**src/rtl/ir_fan_pkg.sv**
```systemverilog
// ir_fan_pkg: shared types and defaults for the IR-remote fan controller.
// Holds the FSM state enum, the speed-level type, the captured-frame layout,
// the default NEC command bytes and the off-timer preset lookup.
package ir_fan_pkg;

   typedef enum logic [1:0] {
      ST_OFF    = 2'd0,
      ST_SPINUP = 2'd1,
      ST_RUN    = 2'd2
   } fan_state_t;

   typedef logic [1:0] level_t;

   // Only the address and command bytes of an NEC frame matter downstream.
   typedef struct packed {
      logic [7:0] addr;
      logic [7:0] cmd;
      logic [7:0] cmd_n;
   } frame_t;

   localparam logic [7:0] DEF_CMD_POWER = 8'h45;
   localparam logic [7:0] DEF_CMD_UP    = 8'h46;
   localparam logic [7:0] DEF_CMD_DOWN  = 8'h15;
   localparam logic [7:0] DEF_CMD_TIMER = 8'h44;

   localparam level_t LEVEL_MIN = 2'd1;
   localparam level_t LEVEL_MAX = 2'd3;

   // Countdown width in timer units; the longest preset is 5400.
   localparam int unsigned TIMER_W = 13;

   // Bits needed for a counter that runs 0..n-1 (never less than one bit).
   function automatic int unsigned cnt_width(input int unsigned n);
      return (n <= 1) ? 1 : $clog2(n);
   endfunction

   // Off-timer preset in timer units for a given selection (0 = no timer).
   function automatic logic [TIMER_W-1:0] timer_preset(input logic [1:0] sel);
      case (sel)
         2'd1:    return TIMER_W'(1800);
         2'd2:    return TIMER_W'(3600);
         2'd3:    return TIMER_W'(5400);
         default: return '0;
      endcase
   endfunction

endpackage

```
**src/rtl/ir_fan_ctrl_if.sv**
```systemverilog
// ir_fan_ctrl_if: link between the IR decoder (master) and the fan
// controller (slave). The decoder provides the frame word; the controller
// returns the PWM drive and the LED status signals.
interface ir_fan_ctrl_if;
   import ir_fan_pkg::*;

   logic [31:0] ir_data;
   logic        fan_pwm;
   logic        power_on;
   level_t      speed_level;
   logic [1:0]  timer_sel;
   logic        cmd_strobe;
   logic        frame_err;

   modport master (
      output ir_data,
      input  fan_pwm, power_on, speed_level, timer_sel, cmd_strobe, frame_err
   );

   modport slave (
      input  ir_data,
      output fan_pwm, power_on, speed_level, timer_sel, cmd_strobe, frame_err
   );

endinterface

```
**src/rtl/fan_pwm_gen.sv**
```systemverilog
// fan_pwm_gen: fixed-period PWM with a duty register that only reloads at the
// last count of a period, so a duty change never produces a runt or stretched
// pulse. i_force_off drops the output on the next cycle and clears the duty.
module fan_pwm_gen #(
   parameter int unsigned PWM_PERIOD = 4000,
   parameter int unsigned W          = $clog2(PWM_PERIOD + 1)
) (
   input  logic         clk,
   input  logic         reset_p,
   input  logic [W-1:0] i_target,
   input  logic         i_force_off,
   output logic         o_pwm
);

   localparam logic [W-1:0] CNT_LAST = W'(PWM_PERIOD - 1);

   logic [W-1:0] r_cnt;
   logic [W-1:0] r_active_duty;
   logic         r_pwm;

   // Period counter, boundary-loaded duty and registered output.
   // NOTE: state updates use non-blocking (<=) so every register samples the
   // pre-edge values of the others, independent of statement order.
   always_ff @(posedge clk or posedge reset_p) begin
      if (reset_p) begin
         r_cnt         <= '0;
         r_active_duty <= '0;
         r_pwm         <= 1'b0;
      end else begin
         r_cnt <= (r_cnt == CNT_LAST) ? '0 : r_cnt + 1'b1;
         if (i_force_off) begin
            r_active_duty <= '0;
            r_pwm         <= 1'b0;
         end else begin
            r_pwm <= (r_cnt < r_active_duty);
            if (r_cnt == CNT_LAST) begin
               r_active_duty <= i_target;
            end
         end
      end
   end

   assign o_pwm = r_pwm;

endmodule

```
**src/rtl/ir_fan_ctrl.sv**
```systemverilog
// ir_fan_ctrl: turns NEC remote key presses into fan power/speed control.
// Detects the rising edge of a nonzero frame word, validates address and
// command complement, runs an OFF/SPINUP/RUN state machine and drives a PWM
// generator. Optional off-timer is built when IR_FAN_TIMER_EN is defined.
module ir_fan_ctrl
   import ir_fan_pkg::*;
#(
   parameter int unsigned PWM_PERIOD    = 4000,
   parameter int unsigned DUTY1         = 1600,
   parameter int unsigned DUTY2         = 2800,
   parameter int unsigned DUTY3         = 4000,
   parameter int unsigned SPINUP_CYCLES = 50_000_000,
   parameter logic [7:0]  ADDR          = 8'h00,
   parameter logic [7:0]  CMD_POWER     = DEF_CMD_POWER,
   parameter logic [7:0]  CMD_UP        = DEF_CMD_UP,
   parameter logic [7:0]  CMD_DOWN      = DEF_CMD_DOWN
`ifdef IR_FAN_TIMER_EN
   ,
   parameter logic [7:0]  CMD_TIMER         = DEF_CMD_TIMER,
   parameter int unsigned TIMER_UNIT_CYCLES = 100_000_000
`endif
) (
   input  logic           clk,
   input  logic           reset_p,
   ir_fan_ctrl_if.slave   bus
);

   localparam int unsigned DUTY_W = cnt_width(PWM_PERIOD + 1);
   localparam int unsigned SPIN_W = cnt_width(SPINUP_CYCLES);
   localparam logic [SPIN_W-1:0] SPIN_LAST = SPIN_W'(SPINUP_CYCLES - 1);

   logic              r_prev_nz;
   logic              r_pend;
   frame_t            r_frame;
   fan_state_t        r_state;
   level_t            r_level;
   level_t            r_speed_level;
   logic              r_power_on;
   logic              r_cmd_strobe;
   logic              r_frame_err;
   logic [SPIN_W-1:0] r_spin_cnt;

   logic              w_new_frame;
   logic              w_valid;
   logic              w_cmd_power;
   logic              w_cmd_up;
   logic              w_cmd_down;
   logic              w_expire;
   level_t            w_level_up;
   level_t            w_level_dn;
   logic [DUTY_W-1:0] w_target;
   logic              w_force_off;
   logic              w_pwm;

`ifdef IR_FAN_TIMER_EN
   localparam int unsigned UNIT_W = cnt_width(TIMER_UNIT_CYCLES);

   logic [1:0]         r_timer_sel;
   logic [TIMER_W-1:0] r_countdown;
   logic [UNIT_W-1:0]  r_unit_cnt;
   logic               w_unit_tick;
   logic               w_cmd_timer;

   assign w_unit_tick = (r_unit_cnt == UNIT_W'(TIMER_UNIT_CYCLES - 1));
   // Expiry fires on the tick that takes the countdown from 1 to 0.
   assign w_expire    = (r_timer_sel != 2'd0) && w_unit_tick &&
                        (r_countdown == TIMER_W'(1));
   assign w_cmd_timer = r_pend && w_valid && (r_frame.cmd == CMD_TIMER);
`else
   assign w_expire = 1'b0;
`endif

   assign w_new_frame = (|bus.ir_data) && !r_prev_nz;

   // Capture a frame on the first nonzero cycle; a held key yields one event.
   always_ff @(posedge clk or posedge reset_p) begin
      if (reset_p) begin
         r_prev_nz <= 1'b0;
         r_pend    <= 1'b0;
         r_frame   <= '0;
      end else begin
         r_prev_nz <= |bus.ir_data;
         r_pend    <= w_new_frame;
         if (w_new_frame) begin
            r_frame <= '{addr: bus.ir_data[31:24], cmd: bus.ir_data[15:8],
                         cmd_n: bus.ir_data[7:0]};
         end
      end
   end

   // Validate the pending frame, decode its command and precompute levels.
   // NOTE: every always_comb output gets a value on every path (here
   // unconditionally), otherwise synthesis infers a latch.
   always_comb begin
      w_valid     = (r_frame.cmd == ~r_frame.cmd_n) && (r_frame.addr == ADDR);
      w_cmd_power = r_pend && w_valid && (r_frame.cmd == CMD_POWER);
      w_cmd_up    = r_pend && w_valid && (r_frame.cmd == CMD_UP);
      w_cmd_down  = r_pend && w_valid && (r_frame.cmd == CMD_DOWN);
      w_level_up  = (r_level == LEVEL_MAX) ? LEVEL_MAX : level_t'(r_level + 2'd1);
      w_level_dn  = (r_level == LEVEL_MIN) ? LEVEL_MIN : level_t'(r_level - 2'd1);
   end

   // Power/speed state machine with registered status outputs and off-timer.
   always_ff @(posedge clk or posedge reset_p) begin
      if (reset_p) begin
         r_state       <= ST_OFF;
         r_level       <= LEVEL_MIN;
         r_speed_level <= '0;
         r_power_on    <= 1'b0;
         r_cmd_strobe  <= 1'b0;
         r_frame_err   <= 1'b0;
         r_spin_cnt    <= '0;
`ifdef IR_FAN_TIMER_EN
         r_timer_sel   <= 2'd0;
         r_countdown   <= '0;
         r_unit_cnt    <= '0;
`endif
      end else begin
         // The strobe pulses for a valid frame even when expiry discards it.
         r_cmd_strobe <= r_pend && w_valid;
         r_frame_err  <= r_pend && !w_valid;
`ifdef IR_FAN_TIMER_EN
         if (r_timer_sel != 2'd0) begin
            if (w_unit_tick) begin
               r_unit_cnt  <= '0;
               r_countdown <= r_countdown - 1'b1;
            end else begin
               r_unit_cnt <= r_unit_cnt + 1'b1;
            end
         end
`endif
         case (r_state)
            ST_OFF: begin
               if (w_cmd_power) begin
                  r_state       <= ST_SPINUP;
                  r_spin_cnt    <= '0;
                  r_power_on    <= 1'b1;
                  r_speed_level <= r_level;
               end
            end
            ST_SPINUP, ST_RUN: begin
               if (r_state == ST_SPINUP) begin
                  if (r_spin_cnt == SPIN_LAST) begin
                     r_state <= ST_RUN;
                  end else begin
                     r_spin_cnt <= r_spin_cnt + 1'b1;
                  end
               end
               // Turning off overrides spin-up completion and any command.
               if (w_expire || w_cmd_power) begin
                  r_state       <= ST_OFF;
                  r_power_on    <= 1'b0;
                  r_speed_level <= '0;
`ifdef IR_FAN_TIMER_EN
                  r_timer_sel   <= 2'd0;
`endif
               end else if (w_cmd_up) begin
                  r_level       <= w_level_up;
                  r_speed_level <= w_level_up;
               end else if (w_cmd_down) begin
                  r_level       <= w_level_dn;
                  r_speed_level <= w_level_dn;
               end
`ifdef IR_FAN_TIMER_EN
               else if (w_cmd_timer) begin
                  r_timer_sel <= r_timer_sel + 2'd1;
                  r_countdown <= timer_preset(r_timer_sel + 2'd1);
                  r_unit_cnt  <= '0;
               end
`endif
            end
            default: begin
               r_state       <= ST_OFF;
               r_power_on    <= 1'b0;
               r_speed_level <= '0;
            end
         endcase
      end
   end

   // Duty target for the PWM generator from the current state and level.
   always_comb begin
      w_target = '0;
      case (r_state)
         ST_SPINUP: w_target = DUTY_W'(PWM_PERIOD);
         ST_RUN: begin
            case (r_level)
               2'd1:    w_target = DUTY_W'(DUTY1);
               2'd2:    w_target = DUTY_W'(DUTY2);
               default: w_target = DUTY_W'(DUTY3);
            endcase
         end
         default: w_target = '0;
      endcase
   end

   assign w_force_off = (r_state == ST_OFF);

   fan_pwm_gen #(
      .PWM_PERIOD (PWM_PERIOD),
      .W          (DUTY_W)
   ) u_pwm (
      .clk         (clk),
      .reset_p     (reset_p),
      .i_target    (w_target),
      .i_force_off (w_force_off),
      .o_pwm       (w_pwm)
   );

   assign bus.fan_pwm     = w_pwm;
   assign bus.power_on    = r_power_on;
   assign bus.speed_level = r_speed_level;
   assign bus.cmd_strobe  = r_cmd_strobe;
   assign bus.frame_err   = r_frame_err;
`ifdef IR_FAN_TIMER_EN
   assign bus.timer_sel   = r_timer_sel;
`else
   assign bus.timer_sel   = 2'd0;
`endif

endmodule

```
**src/flat_wrapper.sv**
```systemverilog
// flat-port wrapper written by rule: the top's interface ports become plain ports
module ir_fan_ctrl_flat import ir_fan_pkg::*;
#(
   parameter int unsigned PWM_PERIOD    = 4000,
   parameter int unsigned DUTY1         = 1600,
   parameter int unsigned DUTY2         = 2800,
   parameter int unsigned DUTY3         = 4000,
   parameter int unsigned SPINUP_CYCLES = 50_000_000,
   parameter logic [7:0]  ADDR          = 8'h00,
   parameter logic [7:0]  CMD_POWER     = DEF_CMD_POWER,
   parameter logic [7:0]  CMD_UP        = DEF_CMD_UP,
   parameter logic [7:0]  CMD_DOWN      = DEF_CMD_DOWN

)
  (clk, reset_p, bus_ir_data, bus_fan_pwm, bus_power_on, bus_speed_level, bus_timer_sel, bus_cmd_strobe, bus_frame_err);
  ir_fan_ctrl_if bus_i ();
  input  logic clk;
  input  logic reset_p;
  input wire logic [$bits(bus_i.ir_data)-1:0] bus_ir_data;
  output wire logic [$bits(bus_i.fan_pwm)-1:0] bus_fan_pwm;
  output wire logic [$bits(bus_i.power_on)-1:0] bus_power_on;
  output wire logic [$bits(bus_i.speed_level)-1:0] bus_speed_level;
  output wire logic [$bits(bus_i.timer_sel)-1:0] bus_timer_sel;
  output wire logic [$bits(bus_i.cmd_strobe)-1:0] bus_cmd_strobe;
  output wire logic [$bits(bus_i.frame_err)-1:0] bus_frame_err;
  assign bus_i.ir_data = bus_ir_data;
  assign bus_fan_pwm = bus_i.fan_pwm;
  assign bus_power_on = bus_i.power_on;
  assign bus_speed_level = bus_i.speed_level;
  assign bus_timer_sel = bus_i.timer_sel;
  assign bus_cmd_strobe = bus_i.cmd_strobe;
  assign bus_frame_err = bus_i.frame_err;
  ir_fan_ctrl #(.PWM_PERIOD(PWM_PERIOD), .DUTY1(DUTY1), .DUTY2(DUTY2), .DUTY3(DUTY3), .SPINUP_CYCLES(SPINUP_CYCLES), .ADDR(ADDR), .CMD_POWER(CMD_POWER), .CMD_UP(CMD_UP), .CMD_DOWN(CMD_DOWN)) u_core (.clk(clk), .reset_p(reset_p), .bus(bus_i));
endmodule
```
**config.mk**
```make
export PLATFORM = sky130hd
export DESIGN_NAME = ir_fan_ctrl_flat
export DESIGN_NICKNAME = d
export VERILOG_FILES = /design/src/rtl/ir_fan_pkg.sv /design/src/rtl/ir_fan_ctrl_if.sv /design/src/rtl/fan_pwm_gen.sv /design/src/rtl/ir_fan_ctrl.sv /design/src/flat_wrapper.sv
export SDC_FILE = /design/constraint.sdc
export NUM_CORES = 1
export LEC_CHECK = 0
export BUFFER_PORTS_ARGS = -buffer_cell sky130_fd_sc_hd__buf_2
export CORE_MARGIN = 5
export CORE_UTILIZATION = 40
export DETAILED_ROUTE_END_ITERATION = 16
export PLACE_DENSITY = 0.64
export SETUP_SLACK_MARGIN = 0.3
export SLEW_MARGIN = 15
export SYNTH_ARGS = -nofsm -noshare
export SYNTH_HDL_FRONTEND = slang
export SYNTH_SLANG_ARGS = --single-unit
```
**constraint.sdc**
```tcl
create_clock -name clk -period 7.1 [get_ports clk]
set_input_delay 0.71 -clock clk [delete_from_list [all_inputs] [get_ports clk]]
set_output_delay 0.71 -clock clk [all_outputs]
set_load 0.005 [all_outputs]
```
# == After elaboration in Yosys (flattened, before gate mapping) ==
# Index checks and enable logic that the tools add are counted.
# word_totals
reg_bits,86
latchBits,0
ram_bits,0
romBits,0
in_bits,34
out_inout_bits,8
mem_count,0
# op_classes
n_addsub,4
n_mul,0
div_mod_pow,0
magnitude_cmp,1
eq_ne,18
shift,0
mux,25
n_bitwise,2
n_reduce_logical,21
# ops
cell,n
$mux W26,3
$pmux W26 S2,1
$pmux W12 S2,2
$mux W12,3
$reduce_or A32 Y1,1
$add A26 B1 Y26 const B,1
$eq A26 B26 Y1 const B,1
$mux W2,10
$eq A8 B7 Y1 const B,2
$add A12 B1 Y12 const B,1
$eq A12 B12 Y1 const B,1
$lt A12 B12 Y1,1
$eq A8 B5 Y1 const B,1
$eq A8 B8 Y1,1
$logic_not A8 Y1,1
$not A8 Y8,1
$pmux W2 S2,2
$logic_and A1 B1 Y1,7
$eq A2 B2 Y1 const B,3
$ne A2 B1 Y1 const B,3
$ne A3 B1 Y1 const B,2
$reduce_and A3 Y1,2
$reduce_bool A2 Y1,3
$eq A2 B1 Y1 const B,2
other kinds (12),16

# == Longest topological paths before layout ==
# Gate-level depths: netlist of the first run.
# logic_depth
ltp_word,9
mapped_depth,10
ltp_nobuf,8

# == Hierarchy ==
# From an unflattened synthesis of the first run, not the netlist that was laid out.
# hier_totals
cells_unflattened,505
hier_area_um2,4849.7
# by_module_without_submodules
mod,n_inst,cells_each,area_per_inst_um2,seq_area_each_um2
ir_fan_ctrl,1,356,3463.3,1527.7
fan_pwm_gen,1,149,1386.3,625.6

# == Least setup slack after synthesis of the first run ==
# Ideal clock, no wire load.
# synth_timing
path_kind,input to register
start,input bus_ir_data[16]
end,register u_core.r_frame[10] (netlist bit)
setup_ps,125
arrival_ps,2253
required_time_ps,6975
slack_ps,4722
path_stages,7
path_buffers,2
path_cell_list,nor4_1 nand4_1 nor2_1 or2_2 clkbuf_1 buf_1 mux2_2
# synth_via
elab_chain_len,2
# synth_lines
item,line,text
from (decl),flat_wrapper.sv:19,input wire logic [$bits(bus_i.ir_data)-1:0] bus_ir_data;
$reduce_or A32 Y1,ir_fan_ctrl.sv:73,assign w_new_frame = (|bus.ir_data) && !r_prev_nz;
$logic_and A1 B1 Y1,ir_fan_ctrl.sv:73,
to (signal assigned),ir_fan_ctrl.sv:85,"r_frame <= '{addr: bus.ir_data[31:24], cmd: bus.ir_data[15:8],"
to (decl),ir_fan_ctrl.sv:34,frame_t r_frame;
# Every way passes these cells.
# A chain may end at the register's enable or synchronous reset.

# == Worst setup path after layout of the first run ==
# layout_timing
start,register u_core.r_state[0]
end,register u_core.r_spin_cnt[11]
# layout_via
elab_chain_len,4
elab_cells_between_ends,10
cone_classes,eq/ne: 5; mux: 1; reduce/logical: 4
# layout_lines
item,line,text
from (decl),ir_fan_ctrl.sv:35,fan_state_t r_state;
from (signal assigned),ir_fan_ctrl.sv:106,r_state <= ST_OFF;
from (signal assigned),ir_fan_ctrl.sv:135,r_state <= ST_SPINUP;
from (signal assigned),ir_fan_ctrl.sv:144,r_state <= ST_RUN;
$eq A2 B2 Y1 / $eq A2 B1 Y1 (equally long branches),"ir_fan_ctrl.sv:132, ir_fan_ctrl.sv:142",
$reduce_or A2 Y1,ir_fan_ctrl.sv:132,case (r_state)
"$ne A2 B1 Y1 (no source line), or another cell as far along",n/a,
$reduce_and A4 Y1 (no source line),n/a,
to (signal assigned),ir_fan_ctrl.sv:146,r_spin_cnt <= r_spin_cnt + 1'b1;
to (decl),ir_fan_ctrl.sv:41,logic [SPIN_W-1:0] r_spin_cnt;
# Several ways; a longest one is shown, not always the timed one.

==> flow_metrics.env, run 1 <==
export IMPL_cp_start_kind="register"
export IMPL_synth_top_area_share_pct=43.76
export IMPL_p_leak_nw=2.183
export IMPL_final_hold_violation_count=0
export IMPL_status="finished clean"
export IMPL_grt_max_degree=81
export IMPL_synthTopCellsByArea="dfrtp_1 44%, mux2_2 6.0%, ha_1 5.0%"
export IMPL_synthFlopType="dfrtp_1"
export IMPL_antenna_found_initial=0
export IMPL_crit_type="register to register"
export IMPL_cts_max_path_buffers=2
export IMPL_drc=0
export IMPL_fin_skew_ns=0.008694
export IMPL_synth_cell_types=68
export IMPL_numClockSinks=80
export IMPL_mostFrequentLayoutCell="dfrtp_1"
export IMPL_final_nets=530
export IMPL_routed_wl_mm=9.540
export IMPL_grt_util_all_layers_pct=15.52
export IMPL_crit_required_ns=7.33
export IMPL_async_flop_share_pct=100.0
export IMPL_postCtsSetupRepairBufs=0
export IMPL_first_global_vias=3514
export IMPL_max_cap_viol_count=0
export IMPL_reg2reg_depth=7
export IMPL_area_growth_pct=13.13
export IMPL_r2r_start="u_core.r_state[0]$_DFFE_PP0P_"
export IMPL_cp_data_arrival_time_ns=3.48
export IMPL_ctsHoldBuffers=0
export IMPL_die_w_um=116.3
export IMPL_drt_pass1_iterations=4
export IMPL_rrSetupSlack_ns=3.85
export IMPL_syn_area_per_cell_um2=10.18
export IMPL_final_cells=623
export IMPL_start_util_pct=41.32
export IMPL_cts_inserted_buffers=9
export IMPL_ys_ff_latch=80
export IMPL_fin_area_um2=5111
export IMPL_fin_total_pwr_mw=0.9715
export IMPL_drt_initial_drc_count=105
export IMPL_dieArea_um2=13520
export IMPL_ios=42
export IMPL_relSlewSlack_pct=32.88
export IMPL_worst_pin_slew_ns=1.006
export IMPL_gp_congestion=0.8163
export IMPL_mostFrequentLayoutCells="79 x dfrtp_1, 45 x nand2_1, 39 x buf_2"
export IMPL_wl_per_cell_um=15.31
export IMPL_antenna_left=0
export IMPL_grt_overflow=0
export IMPL_critPathLaunch="u_core.r_state[0]$_DFFE_PP0P_"
export IMPL_fp_coreArea_um2=10940
export IMPL_holdWs_ns=0.4872
export IMPL_tns_ns=0
export IMPL_synth_edf_count=0
export IMPL_grt_pass1_wl_mm=16.84
export IMPL_viasPerCell=5.568
export IMPL_synth_seq_area_share_pct=44.34
export IMPL_dp_slack_ns=3.856
export IMPL_cts_max_level=3
export IMPL_setup_ws_ns=3.850
export IMPL_placed_cell_area_um2=4811
export IMPL_antennaDiodeCount=0
export IMPL_setup_viol=0
export IMPL_reg2reg_to="u_core.r_spin_cnt[11]$_DFFE_PP0P_"
export IMPL_clock_root_buffer="clkbuf_16"
export IMPL_clk_pin_slew_ns=0.06
export IMPL_report_final_slew_viol_count=0
export IMPL_fp_dieH_um=116.3
export IMPL_post_route_util_pct=46.74
export IMPL_finalCriticalPeriod_ns=3.250
export IMPL_ir_drop_v=0.0001363
export IMPL_drive_gt1_share_pct=20.29
export IMPL_hpwl_mm=6.905
export IMPL_post_place_cells=607
export IMPL_period_share_pct=45.78
export IMPL_netlist_top_cell_by_area="dfrtp_1"
export IMPL_pwr_density_cell_nw_per_um2=190.1
export IMPL_syn_cell_area_um2=4518
export IMPL_path_max_fanout=29
export IMPL_fp_row_count=38
export IMPL_endpoint="u_core.r_spin_cnt[11]$_DFFE_PP0P_"
export IMPL_cts_resized=0
export IMPL_clock_latency_ns=0.34
export IMPL_min_path_type="register to register"
export IMPL_maxClockFrequency_mhz=307.7
export IMPL_ys_warn_count=0
export IMPL_end_kind="register"
export IMPL_syn_instance_count=444
export IMPL_rsz0062_at_grt="no"
export IMPL_port_buffers=39
export IMPL_cts_tree="yes"
export IMPL_vias=3469
-- power breakdown --
| part | internal [mW] | switching (mW) |
|---|---|---|
| registers | 0.463 | 0.00779 |
| clock network | 0.283 | 0.181 |
| logic | 0.0164 | 0.0209 |
| total | 0.762 | 0.209 |
-- worst min path at each step --
stage          depth (start not counted)                                 startpoint  slack (ns)                                         to
2_1_floorplan                          1          u_core.r_spin_cnt[15]$_DFFE_PP0P_        0.44          u_core.r_spin_cnt[15]$_DFFE_PP0P_
3_3_place_gp                           2  u_core.u_pwm.r_active_duty[9]$_DFFE_PP0P_        0.46  u_core.u_pwm.r_active_duty[9]$_DFFE_PP0P_
3_5_place_dp                           2  u_core.u_pwm.r_active_duty[9]$_DFFE_PP0P_        0.47  u_core.u_pwm.r_active_duty[9]$_DFFE_PP0P_
4_1_cts                                2  u_core.u_pwm.r_active_duty[9]$_DFFE_PP0P_        0.49  u_core.u_pwm.r_active_duty[9]$_DFFE_PP0P_
5_1_grt                                1            u_core.u_pwm.r_cnt[0]$_DFF_PP0_        0.51            u_core.u_pwm.r_cnt[0]$_DFF_PP0_
6_report                               2  u_core.u_pwm.r_active_duty[9]$_DFFE_PP0P_        0.49  u_core.u_pwm.r_active_duty[9]$_DFFE_PP0P_
-- sequential cells by signal (all words and copies together), names as in the netlist --
signal	flops
u_core.bus.frame_err	1
u_core.bus.speed_level	2
u_core.u_pwm.r_active_duty	6
u_core.r_prev_nz	1
u_core.r_state	2
u_core.bus.power_on	1
u_core.r_level	2
u_core.r_pend	1
u_core.bus.cmd_strobe	1
u_core.u_pwm.r_cnt	12
u_core.r_spin_cnt	26
u_core.u_pwm.o_pwm	1
u_core.r_frame	24
-- synthesized netlist by cell type (4+ instances only) --
cell type,count
a21oi_1,10
a22o_1,6
and2_1,6
and3_1,8
and4_1,5
clkbuf_1,9
dfrtp_1,79
ha_1,18
inv_1,22
mux2_2,24
mux2i_1,4
nand2_1,45
nand2b_1,4
nand3_1,20
nand4_1,11
nor2_1,16
nor2b_1,5
nor4_1,15
o2111ai_1,4
o211ai_1,7
o21ai_0,21
o221ai_1,4
o22ai_1,4
o31ai_1,6
or2_2,4
or3_1,5
or4_1,8
xor2_1,13
-- kinds of logic after synthesis --
| group | Yosys count | synth area share, % |
|---|---|---|
| AO/OA/AOI/OAI | 83 | 13.13 |
| XOR/XNOR | 17 | 3.462 |
| adder cells (fa/ha/maj) | 18 | 4.985 |
| buffers and inverters | 40 | 3.822 |
| flip-flops | 80 | 44.34 |
| multiplexers | 28 | 6.868 |
| other | 1 | 0.08300 |
| AND/OR/NAND/NOR | 177 | 23.32 |
-- critical path, stage by stage (launching register included) --
cell,delay [ns]
dfrtp_1,0.40
inv_1,0.10
ha_1,0.70
inv_1,0.42
nor2_2,0.41
o21bai_2,0.39
or2_1,0.43
o41ai_1,0.27
-- area by class of cell --
type	count	area [µm²]
fill	1039	5824
multi-input combinational	325	2346
sequential	80	2003
clock buffer	12	246.5
timing repair buffer	40	202.7
tap	140	175.2
inverter	22	83.83
clock inverter	4	53.80
-- metal layers --
metal / vias up / track usage (%) / wire length [µm]
li1: 1708 / - / -
met1: 1682 / 20.55 / 4445
met2: 67 / 24.94 / 4563
met3: 12 / 3.420 / 356
met4: 0 / 5.878 / 175
met5: - / 0 / 0
(Power assumes the default switching activity.)
==> inputs of run 2 (changes only) <==
Settings changed: PLACE_DENSITY 0.64 to 0.67.
Clock period 7.1 ns to 2.8 ns, I/O delays scaled along.
==> flow_metrics.env, run 2 (synthesized netlist as in run 1, its figures left out) <==
export IMPL_status="finished clean"
export IMPL_area_growth_pct=15.90
export IMPL_cp_data_arrival_time_ns=2.59
export IMPL_fp_dieH_um=116.3
export IMPL_drt_initial_drc_count=157
export IMPL_fp_row_count=38
export IMPL_path_max_fanout=6
export IMPL_finalCriticalPeriod_ns=2.343
export IMPL_worst_pin_slew_ns=0.9346
export IMPL_hpwl_mm=7.191
export IMPL_final_nets=540
export IMPL_ir_drop_v=0.0002652
export IMPL_largest_reg_flops=26
export IMPL_holdWs_ns=0.1287
export IMPL_maxClockFrequency_mhz=426.8
export IMPL_top_register="u_core.r_spin_cnt"
export IMPL_fin_area_um2=5236
export IMPL_end_kind="register"
export IMPL_ios=42
export IMPL_setup_viol=0
export IMPL_die_w_um=116.3
export IMPL_viasPerCell=5.684
export IMPL_report_final_slew_viol_count=0
export IMPL_grt_pass1_wl_mm=17.03
export IMPL_cp_start_kind="register"
export IMPL_placed_cell_area_um2=4878
export IMPL_wl_per_cell_um=15.65
export IMPL_largestRegisters="u_core.r_spin_cnt (26), u_core.r_frame (24), u_core.u_pwm.r_cnt (12)"
export IMPL_min_path_type="input port to asynchronous set/reset pin"
export IMPL_antenna_left=0
export IMPL_cts_tree="yes"
export IMPL_start_util_pct=41.32
export IMPL_clock_root_buffer="clkbuf_16"
export IMPL_crit_required_ns=3.05
export IMPL_mostFrequentLayoutCell="dfrtp_1"
export IMPL_first_global_vias=3619
export IMPL_post_route_util_pct=47.88
export IMPL_cts_max_path_buffers=2
export IMPL_vias=3598
export IMPL_clk_pin_slew_ns=0.07
export IMPL_gp_congestion=0.8231
export IMPL_max_cap_viol_count=0
export IMPL_fp_coreArea_um2=10940
export IMPL_fin_skew_ns=0.008807
export IMPL_relSlewSlack_pct=37.62
export IMPL_dieArea_um2=13520
export IMPL_fin_total_pwr_mw=2.496
export IMPL_rsz0062_at_grt="yes"
export IMPL_routed_wl_mm=9.904
export IMPL_grt_util_all_layers_pct=15.59
export IMPL_port_buffers=39
export IMPL_cts_inserted_buffers=9
export IMPL_clock_latency_ns=0.33
export IMPL_grt_max_degree=58
export IMPL_drive_gt1_share_pct=23.12
export IMPL_drt_pass1_iterations=5
export IMPL_drc=0
export IMPL_antenna_found_initial=0
export IMPL_cts_max_level=3
export IMPL_grt_overflow=0
export IMPL_p_leak_nw=2.248
export IMPL_tns_ns=0
export IMPL_final_hold_violation_count=0
export IMPL_period_share_pct=83.69
export IMPL_numClockSinks=80
export IMPL_ctsHoldBuffers=0
export IMPL_mostFrequentLayoutCells="79 x dfrtp_1, 45 x nand2_1, 39 x buf_2"
export IMPL_crit_type="register to register"
export IMPL_pwr_density_cell_nw_per_um2=476.7
export IMPL_antennaDiodeCount=0
[run 2: cell count changes in the layout (fill, tap and decap cells not counted), moves of 2 or more]
cell	change
buf_4	+10
clkbuf_1	-2
nor4_1	-2
nor4_2	+2
[run 2: repair_timing]
item	4_1_cts	5_1_grt
setup endpoints to repair	0	23
endpoints found under the hold margin	0	0
setup buffers	0	1
resized for setup	0	7
[run 2: stage by stage]
step / setup slack [ns] / instances
2_1_floorplan: 0.4699 / 445
3_3_place_gp: 0.4495 / 616
3_5_place_dp: 0.3351 / 616
4_1_cts: 0.3321 / 632
5_1_grt: 0.2683 / 633
6_report: 0.4567 / 633
[run 2: path summary, 6_finish.rpt]
kind | from | to | slack [ns] | depth (start not counted)
worst max-delay path | u_core.r_frame[13]$_DFFE_PP0P_ | u_core.r_spin_cnt[10]$_DFFE_PP0P_ | 0.46 | 7
worst min-delay path | reset_p | u_core.u_pwm.r_active_duty[8]$_DFFE_PP0P_ | 0.13 | 2
worst max register to register | u_core.r_frame[13]$_DFFE_PP0P_ | u_core.r_spin_cnt[10]$_DFFE_PP0P_ | 0.46 | 7
worst min register to register | u_core.u_pwm.r_active_duty[9]$_DFFE_PP0P_ | u_core.u_pwm.r_active_duty[9]$_DFFE_PP0P_ | 0.49 | 2
max in group asynchronous | reset_p | u_core.r_spin_cnt[18]$_DFFE_PP0P_ | 1.95 | 3
min in group clk | bus_ir_data[5] | u_core.r_frame[5]$_DFFE_PP0P_ | 0.19 | 2
[run 2: layout make-up]
| type | count | area, µm² |
|---|---|---|
| Timing Repair Buffer | 50 | 277.8 |
| Tap cell | 140 | 175.2 |
| Clock inverter | 6 | 67.56 |
| Fill cell | 1009 | 5699 |
| Inverter | 22 | 83.83 |
| Sequential cell | 80 | 2003 |
| Clock buffer | 10 | 239.0 |
| Multi-Input combinational cell | 325 | 2390 |
[run 2: report_power, final]
part	switching [mW]	internal [mW]
clock	0.485	0.718
sequential	0.0209	1.17
combinational	0.0553	0.0437
[run 2: per-layer routing]
layer,global-route usage [%],part of all wire [%],up-vias
li1,-,-,1726
met1,20.01,45,1763
met2,26.39,49,93
met3,3.109,4.1,16
met4,5.182,1.6,0
met5,0,0,-
[run 2: worst max-delay path: stages (launching register included)]
cell and delay, ns:
dfrtp_1 0.41, nor4b_4 0.37, nand4_1 0.20, nor4_4 0.37
buf_4 0.21, o2111ai_1 0.13, or4_1 0.48, o21ai_0 0.08
==> inputs of run 3 (changes only) <==
Settings changed: ABC_AREA set to 1, PLACE_DENSITY 0.67 to 0.64.
Clock period 2.8 ns to 2.25 ns, I/O delays scaled along.
==> flow_metrics.env, run 3 <==
export IMPL_clock_latency_ns=0.35
export IMPL_mostFrequentLayoutCell="nand2_1"
export IMPL_power_frac_seq_pct=49.5
export IMPL_fp_dieH_um=119.3
export IMPL_worst_pin_slew_ns=0.6196
export IMPL_max_cap_viol_count=0
export IMPL_p_sw_mw=0.6339
export IMPL_min_path_type="input port to register"
export IMPL_syn_instance_count=661
export IMPL_mostFrequentLayoutCells="236 x nand2_1, 79 x inv_1, 78 x dfrtp_1"
export IMPL_grt_pass1_wl_mm=19.42
export IMPL_ys_warn_count=0
export IMPL_first_global_vias=4271
export IMPL_slowest_delay_ns=0.39
export IMPL_syn_area_per_cell_um2=7.223
export IMPL_area_growth_pct=18.34
export IMPL_r2r_start="u_core.r_spin_cnt[14]$_DFFE_PP0P_"
export IMPL_clk_pin_slew_ns=0.06
export IMPL_final_hold_violation_count=0
export IMPL_fin_skew_ns=0.01011
export IMPL_ios=42
export IMPL_drt_pass1_iterations=4
export IMPL_cts_inserted_buffers=9
export IMPL_viasPerCell=4.917
export IMPL_largestRegisters="u_core.r_spin_cnt (26), u_core.r_frame (24), u_core.u_pwm.r_cnt (12)"
export IMPL_fp_row_count=40
export IMPL_power_frac_clock_pct=48.0
export IMPL_clock_root_buffer="clkbuf_16"
export IMPL_cp_start_kind="register"
export IMPL_worstPathCellList="inv_1 -> nor3_2 -> nand2_1 -> nor3_1 -> nand2_2 -> o21ai_4 -> buf_6 -> nor2_4 -> buf_4 -> nand2_1 -> nand2_1"
export IMPL_maxClockFrequency_mhz=536.4
export IMPL_relSlewSlack_pct=58.61
export IMPL_synth_top_area_share_pct=41.40
export IMPL_dieArea_um2=14220
export IMPL_sw_frac_of_total_pct=21.79
export IMPL_routed_wl_mm=11.12
export IMPL_ys_ff_latch=80
export IMPL_numClockSinks=80
export IMPL_cts_max_path_buffers=2
export IMPL_crit_required_ns=2.48
export IMPL_antenna_found_initial=0
export IMPL_drt_initial_drc_count=186
export IMPL_nFillCells=1175
export IMPL_crit_type="register to register"
export IMPL_cts_tree="yes"
export IMPL_hpwl_mm=8.055
export IMPL_p_int_mw=2.275
export IMPL_hp_start="bus_ir_data[4]"
export IMPL_antennaDiodeCount=0
export IMPL_pwr_density_cell_nw_per_um2=514.9
export IMPL_path_max_fanout=6
export IMPL_synth_cell_types=37
export IMPL_p_leak_nw=2.757
export IMPL_use_met2_pct=27.48
export IMPL_grt_max_degree=31
export IMPL_wl_per_cell_um=12.70
export IMPL_grt_overflow=0
export IMPL_grt_util_all_layers_pct=16.66
export IMPL_fp_coreArea_um2=11860
export IMPL_comb_power_share_pct=2.6
export IMPL_cp_data_arrival_time_ns=2.09
export IMPL_synth_common_cells="238 x nand2_1, 80 x inv_1, 79 x dfrtp_1"
export IMPL_netlist_top_cell_by_area="dfrtp_1"
export IMPL_cts_max_level=3
export IMPL_vias=4302
export IMPL_largest_reg_flops=26
export IMPL_finalCriticalPeriod_ns=1.864
export IMPL_period_share_pct=82.86
export IMPL_holdWs_ns=0.08405
export IMPL_use_met1_pct=20.67
export IMPL_tns_ns=0
export IMPL_multi_input_area_um2=2430
export IMPL_die_w_um=119.3
export IMPL_gp_congestion=0.9180
export IMPL_synth_edf_count=0
export IMPL_synthFlopType="dfrtp_1"
export IMPL_setup_viol=0
export IMPL_grtUsageMet3_pct=2.707
export IMPL_synth_seq_area_share_pct=41.95
export IMPL_fin_area_um2=5650
export IMPL_drc=0
export IMPL_start_util_pct=40.25
export IMPL_end_kind="register"
export IMPL_ir_drop_v=0.0003554
export IMPL_syn_cell_area_um2=4775
export IMPL_crit_top_cell="nand2_1"
export IMPL_globalRoute_busiestLayer="met2"
export IMPL_port_buffers=39
export IMPL_post_route_util_pct=47.64
export IMPL_status="finished clean"
export IMPL_rsz0062_at_grt="yes"
export IMPL_top_register="u_core.r_spin_cnt"
export IMPL_slowest_stage="dfrtp_1"
export IMPL_seq_area_um2=2004
export IMPL_drive_gt1_share_pct=15.93
export IMPL_yosysMostFrequentCell="nand2_1"
export IMPL_async_flop_share_pct=100.0
export IMPL_synthTopCellsByArea="dfrtp_1 41%, nand2_1 19%, inv_1 6.3%"
export IMPL_critPathLaunch="u_core.r_spin_cnt[14]$_DFFE_PP0P_"
export IMPL_final_nets=775
export IMPL_placed_cell_area_um2=5145
export IMPL_antenna_left=0
export IMPL_report_final_slew_viol_count=0
run 3: cell count changes in the layout (fill, tap and decap cells not counted), moves of 7 or more:
cell | previous run | this run
o21ai_0 | 21 | 11
nand2_1 | 45 | 236
nor2_1 | 16 | 71
inv_1 | 21 | 79
nand4_1 | 11 | 18
nor3_1 | 3 | 16
buf_4 | 11 | 18
and3_1 | 8 | 0
mux2_2 | 24 | 0
o21ai_1 | 0 | 10
or4_1 | 8 | 0
run 3: worst paths after layout:
path	end	slack, ns	depth (start not counted)
worst max-delay path	u_core.r_spin_cnt[18]$_DFFE_PP0P_	0.39	11
worst min-delay path	u_core.r_frame[4]$_DFFE_PP0P_	0.08	3
worst max register to register	u_core.r_spin_cnt[18]$_DFFE_PP0P_	0.39	11
worst min register to register	u_core.bus.speed_level[1]$_DFFE_PP0P_	0.48	2
max in group asynchronous	u_core.r_level[0]$_DFFE_PP1P_	1.13	4
min in group asynchronous	u_core.r_spin_cnt[22]$_DFFE_PP0P_	0.50	3
run 3: kinds of logic after synthesis:
family	Yosys count	share of synthesized area, %
AND/OR/NAND/NOR	399	35.43
other	1	0.07854
flip-flops	80	41.96
XOR/XNOR	21	3.852
buffers and inverters	102	8.988
adder cells (fa/ha/maj)	18	4.717
AO/OA/AOI/OAI	40	4.979
run 3: final cells by class:
cell class              instances  share of cell area [%]
clock inverters                 4                  0.5093
flip-flops and latches         80                   35.47
repair buffers                 62                   7.130
clock buffers                  12                   4.539
multi-input cells             482                   43.00
well taps                     147                   3.255
inverters                      88                   6.089
run 3: critical path, delay by kind of cell, from the launching register on:
kind                   cells  cell delay, ns
and+or+nand+nor            7            0.79
buffers and inverters      3            0.40
DFF                        1            0.39
AOI/OAI and AO/OA          1            0.16
run 3: power groups by stage:
stage / sequential (mW) / combinational (mW) / clock [mW]
after floorplan: 1.47 / 0.0271 / 0
after global placement: 1.47 / 0.0749 / 0
after detailed placement: 1.47 / 0.0762 / 0
after CTS: 1.44 / 0.0776 / 1.44
after global routing: 1.44 / 0.0870 / 1.49
final: 1.44 / 0.0743 / 1.40
run 3: layer usage:
metal	share of wire [%]	routed length [µm]
met1	45	5020
met2	47	5239
met3	4.2	472
met4	3.4	382
met5	0	0
run 3: repair_timing:
action,4_1_cts,5_1_grt
setup buffers,8,5
pin swaps,4,4
gates cloned,2,0
endpoints found under the setup margin,26,27
gates resized for setup,4,17
hold buffers,1,0
hold endpoints to repair,24,0
run 3: metrics by stage:
step | setup slack (ns) | std cells | power [mW]
2_1_floorplan | 0.3987 | 662 | 1.492
3_3_place_gp | 0.1636 | 843 | 1.540
3_5_place_dp | 0.1169 | 843 | 1.541
4_1_cts | 0.3024 | 870 | 2.957
5_1_grt | 0.2944 | 875 | 3.016
6_report | 0.3856 | 875 | 2.909
